`src/rtl/iter_shifter.sv`:
```
// iter_shifter: multi-cycle 16-bit shifter built around a single 2-bit shift stage.
// A start in IDLE captures the operand, op and amount. SHIFT then applies one step per
// clock: a 2-bit step while at least two positions remain, otherwise a 1-bit step.
// DONE shows the result for one cycle.
//
// Ports:
//   clk     - system clock; all state updates on the rising edge
//   rst_n   - synchronous active-low reset
//   start   - operation request; only sampled in IDLE
//   op      - 0 rotate left, 1 shift left logical, 2 shift right arith, 3 shift right logical
//   dataIn  - operand, captured when start is accepted
//   amt     - shift amount 0..15, captured when start is accepted
//   busy    - high whenever the FSM is not in IDLE
//   done    - one-cycle pulse; result is valid
//   result  - shifted value; held from done until the next accepted start
module iter_shifter #(
    parameter int unsigned WIDTH = 16,
    parameter int unsigned AMT_W = 4
) (
    input  logic             clk,
    input  logic             rst_n,
    input  logic             start,
    input  logic [1:0]       op,
    input  logic [WIDTH-1:0] dataIn,
    input  logic [AMT_W-1:0] amt,
    output logic             busy,
    output logic             done,
    output logic [WIDTH-1:0] result
);

    typedef enum logic [1:0] {
        IDLE  = 2'd0,
        SHIFT = 2'd1,
        DONE  = 2'd2
    } state_t;

    localparam logic [1:0] OP_ROL = 2'd0;
    localparam logic [1:0] OP_SLL = 2'd1;
    localparam logic [1:0] OP_SRA = 2'd2;
    localparam logic [1:0] OP_SRL = 2'd3;

    state_t           state_q, state_d;
    logic [WIDTH-1:0] work_q,  work_d;
    logic [1:0]       op_q,    op_d;
    logic [AMT_W-1:0] cnt_q,   cnt_d;

    logic             stage_en;
    logic             stage_two;
    logic [WIDTH-1:0] stage_out;

    // Shift stage: moves by 2 positions when stage_two is set, else by 1; passes through when disabled.
    always_comb begin
        stage_out = work_q;
        if (stage_en) begin
            unique case (op_q)
                OP_ROL: stage_out = stage_two ? {work_q[WIDTH-3:0], work_q[WIDTH-1:WIDTH-2]}
                                              : {work_q[WIDTH-2:0], work_q[WIDTH-1]};
                OP_SLL: stage_out = stage_two ? {work_q[WIDTH-3:0], 2'b00}
                                              : {work_q[WIDTH-2:0], 1'b0};
                OP_SRA: stage_out = stage_two ? {{2{work_q[WIDTH-1]}}, work_q[WIDTH-1:2]}
                                              : {work_q[WIDTH-1], work_q[WIDTH-1:1]};
                OP_SRL: stage_out = stage_two ? {2'b00, work_q[WIDTH-1:2]}
                                              : {1'b0, work_q[WIDTH-1:1]};
                default: stage_out = work_q;
            endcase
        end
    end

    // State and datapath registers.
    always_ff @(posedge clk) begin
        if (!rst_n) begin
            state_q <= IDLE;
            work_q  <= '0;
            op_q    <= '0;
            cnt_q   <= '0;
        end else begin
            state_q <= state_d;
            work_q  <= work_d;
            op_q    <= op_d;
            cnt_q   <= cnt_d;
        end
    end

    // Next-state logic: capture in IDLE, one stage step per SHIFT cycle, single DONE cycle.
    always_comb begin
        state_d   = state_q;
        work_d    = work_q;
        op_d      = op_q;
        cnt_d     = cnt_q;
        stage_en  = 1'b0;
        stage_two = 1'b0;

        unique case (state_q)
            IDLE: begin
                if (start) begin
                    work_d  = dataIn;
                    op_d    = op;
                    cnt_d   = amt;
                    state_d = (amt == AMT_W'(0)) ? DONE : SHIFT;
                end
            end
            SHIFT: begin
                stage_en  = 1'b1;
                stage_two = (cnt_q >= AMT_W'(2));
                work_d    = stage_out;
                cnt_d     = stage_two ? (cnt_q - AMT_W'(2)) : AMT_W'(0);
                if (cnt_d == AMT_W'(0)) begin
                    state_d = DONE;
                end
            end
            DONE: begin
                state_d = IDLE;
            end
            default: begin
                state_d = IDLE;
            end
        endcase
    end

    // Outputs decode directly from registered state; the work register doubles as the result.
    assign busy   = (state_q != IDLE);
    assign done   = (state_q == DONE);
    assign result = work_q;

endmodule

```
`config.mk`:
```
export PLATFORM = sky130hd
export DESIGN_NAME = iter_shifter
export DESIGN_NICKNAME = d
export VERILOG_FILES = /design/src/rtl/iter_shifter.sv
export SDC_FILE = /design/constraint.sdc
export NUM_CORES = 1
export LEC_CHECK = 0
export ABC_AREA = 0
export BUFFER_PORTS_ARGS = -buffer_cell sky130_fd_sc_hd__buf_2
export CAP_MARGIN = 5
export CORE_MARGIN = 4
export CORE_UTILIZATION = 28
export CTS_CLUSTER_SIZE = 28
export DETAILED_ROUTE_END_ITERATION = 8
export SYNTH_ARGS = -nofsm -noshare
export SYNTH_HDL_FRONTEND = slang
export SYNTH_SLANG_ARGS = --single-unit
```
`constraint.sdc`:
```
create_clock -name clk -period 2.1 [get_ports clk]
set_input_delay 0.105 -clock clk [delete_from_list [all_inputs] [get_ports clk]]
set_output_delay 0.105 -clock clk [all_outputs]
set_load 0.005 [all_outputs]
```
==> results.ini <==
[die]
num_io_pins = 43
die_y_um = 83.25
fp.dieW_um = 83.25
rows = 27
core_area_mm2 = 0.005507
initial_utilization_pct = 28.79
dieArea_mm2 = 0.006930

[setup_path]
cp.arrival_ns = 2.02
crit_type = flop to flop
r2r-start = cnt_q[1]
cp.required_ns = 2.26
reg2reg_to = result[2]
critPathCaptureType = flop
r2r_slack_ns = 0.23
cp_max_fo = 12
ff2ff_path_depth = 5
crit_path_start_kind = flop

[timing]
period_needed_ns = 1.865
finalCritPeriodShare_pct = 88.83
clock_skew_ns = 0.003721
max_freq_mhz = 536.1
worst_slew_pin_slew_ns = 0.6033
finalMaxSlewViolations = 0
timing_hold_violations_final = 0
final.setup.tns_ns = 0
setup_violations = 0
rsz0062_at_grt = false
slew_headroom_pct = 59.70

[clock_network]
cts-root-buf = clkbuf_8
clk_pin_slew_ns = 0.09
worstSkewPairLatency_ns = 0.27
cts_resized = 0
htreeDepth = 1
hold_buffers = 0
cts_tree = yes
clockBufferDepth = 2
post_cts_buffers = 0
numCtsBuffers = 3
cts_sinks = 24

[logic_synthesis]
syn_nets = 234
synth_xor_area_share_pct = 0.5525
synth_top_family_by_area = compound AO/OA/AOI/OAI gates
yosys_warnings = 0
ys_types = 50
synthArstFlopShare_pct = 0
synth_area_per_cell_um2 = 7.621
synth_area_leaders = dfxtp_1 30%, a21oi_1 6.3%, nand2_1 6.2%, o21ai_0 4.4%, a31oi_1 3.9%
synth_top_area_share_pct = 30.31
yosys.area_share.simple_pct = 21.78
synth_mux_area_share_pct = 4.420
synth_edf_count = 0
ys_ff_latch = 24
ys.flop_type = dfxtp_1
ys_seq_area_share_pct = 30.31
post_synth_fa_ha_maj_area_fraction_pct = 0.7893
synthCells = 208
yosys.area.top_type = dfxtp_1
synth_compound_area_share_pct = 35.12
netlist_area_mm2 = 0.001585
yosys-top-cells-count = 26 x nand2_1, 24 x dfxtp_1, 20 x a21oi_1
yosysMostFrequentCell = nand2_1

[min_path]
hold_path_end = op_q[1]
hp-start = op[1]
hold_path.class = input pin to flop
hold_depth = 3

[global_route]
antenna_found_initial = 0
grt_pass1_vias = 1773
grt_max_degree = 26
grt_pass1_wl_um = 8907
grt_overflow = 0
track_usage_pct = 15.53

[run_status]
outcome = completed

[final_layout]
fin_cells = 322
area_growth_syn_to_layout_pct = 22.49
drive_above_1_share_pct = 26.00
nFillCells = 611
fin_nets = 277
antenna-diode-count = 0

[placed_design]
place_congestion = 0.8809
dp_cells = 318
place_hpwl_um = 4002
io_buffers = 42

[detailed_routing]
avgViaCountPerCell = 5.503
num_vias = 1772
drc = 0
routed_wl_um = 5442
first_pass_iters = 4
drt_iter0_drc = 158
ant_nets = 0
wl_per_cell_um = 16.90

[power_and_ir_drop]
power.density_cell_area_mw_per_mm2 = 695.9
power.total_mw = 1.351
ir_drop_mv = 0.2376
leakagePower_nw = 0.7770

[flow_run]
maxCapViolCount = 0

-- worst max-delay path, cell delays in order (launching register included) --
cell      delay [ns]
dfxtp_1         0.36
nor3_2          0.39
buf_4           0.27
mux2_2          0.35
a221oi_1        0.28
a31oi_1         0.11
-- layout make-up --
type | count | area (um^2) | share of cell area [%]
Multi-Input combinational cell | 161 | 993.5 | 51.16
Sequential cell | 24 | 480.5 | 24.74
Timing Repair Buffer | 53 | 292.8 | 15.08
Tap cell | 72 | 90.09 | 4.639
Clock buffer | 4 | 55.05 | 2.835
Inverter | 8 | 30.03 | 1.546
-- through the flow --
stage / hold WS, ns / instance area (um^2) / util, % / setup WS, ns
CTS: 0.07723 / 1942 / 35.26 / 0.2514
detailed placement: 0.3681 / 1887 / 34.26 / 0.2720
floorplan: 0.2532 / 1585 / - / 0.5094
global placement: 0.3569 / 1887 / 34.26 / 0.2851
finish: 0.08099 / 1942 / 35.26 / 0.2346
global route: 0.07575 / 1942 / 35.26 / 0.1022
-- layout by cell type, fill, tap and decap left out, types with 3 or more instances in the layout --
| cell type | count |
|---|---|
| nand2b_1 | 3 |
| a221oi_1 | 4 |
| a31oi_1 | 10 |
| nor2_1 | 10 |
| o31a_1 | 4 |
| clkbuf_8 | 4 |
| inv_1 | 7 |
| o211ai_1 | 3 |
| o21ai_0 | 14 |
| nand3_1 | 10 |
| a21oi_1 | 20 |
| buf_2 | 42 |
| and2_1 | 3 |
| nor2b_1 | 9 |
| buf_4 | 11 |
| nand2_1 | 26 |
| dfxtp_1 | 24 |
| a211oi_1 | 3 |
| o21ai_1 | 6 |
-- flip-flops by register name (all words and copies together), names as in the netlist --
signal	cells
state_q	2
op_q	2
result	16
cnt_q	4
-- layer usage --
metal  part of all wire [%]  track usage, %
met4                    1.4           5.201
met3                    6.0           2.381
met5                      0               0
met2                     44           24.20
met1                     49           21.74
-- logic make-up (layout without fill, tap and decap cells) --
| kind of cell | after synthesis | in the layout |
|---|---|---|
| and+or+nand+nor | 70 | 70 |
| AOI/OAI and AO/OA | 84 | 84 |
| buffers and inverters | 23 | 65 |
| adders and majority gates | 1 | 1 |
| xor gates and xnor gates | 1 | 1 |
| DFF | 24 | 24 |
| muxes | 5 | 5 |
-- where the power goes --
part	total, mW	switching (mW)	leakage (nW)	internal (mW)
Clock	0.328	0.160	0.0288	0.168
Combinational	0.446	0.251	0.550	0.195
Sequential	0.578	0.0733	0.198	0.505
-- worst max path at each step --
stage / from / end / cells past startpoint
2_1_floorplan: cnt_q[1] / result[10] / 4
3_3_place_gp: cnt_q[1] / result[10] / 4
3_5_place_dp: cnt_q[1] / result[2] / 5
4_1_cts: cnt_q[1] / result[2] / 5
5_1_grt: cnt_q[1] / result[2] / 5
6_report: cnt_q[1] / result[2] / 5
Power figures use the tool's default switching activity.
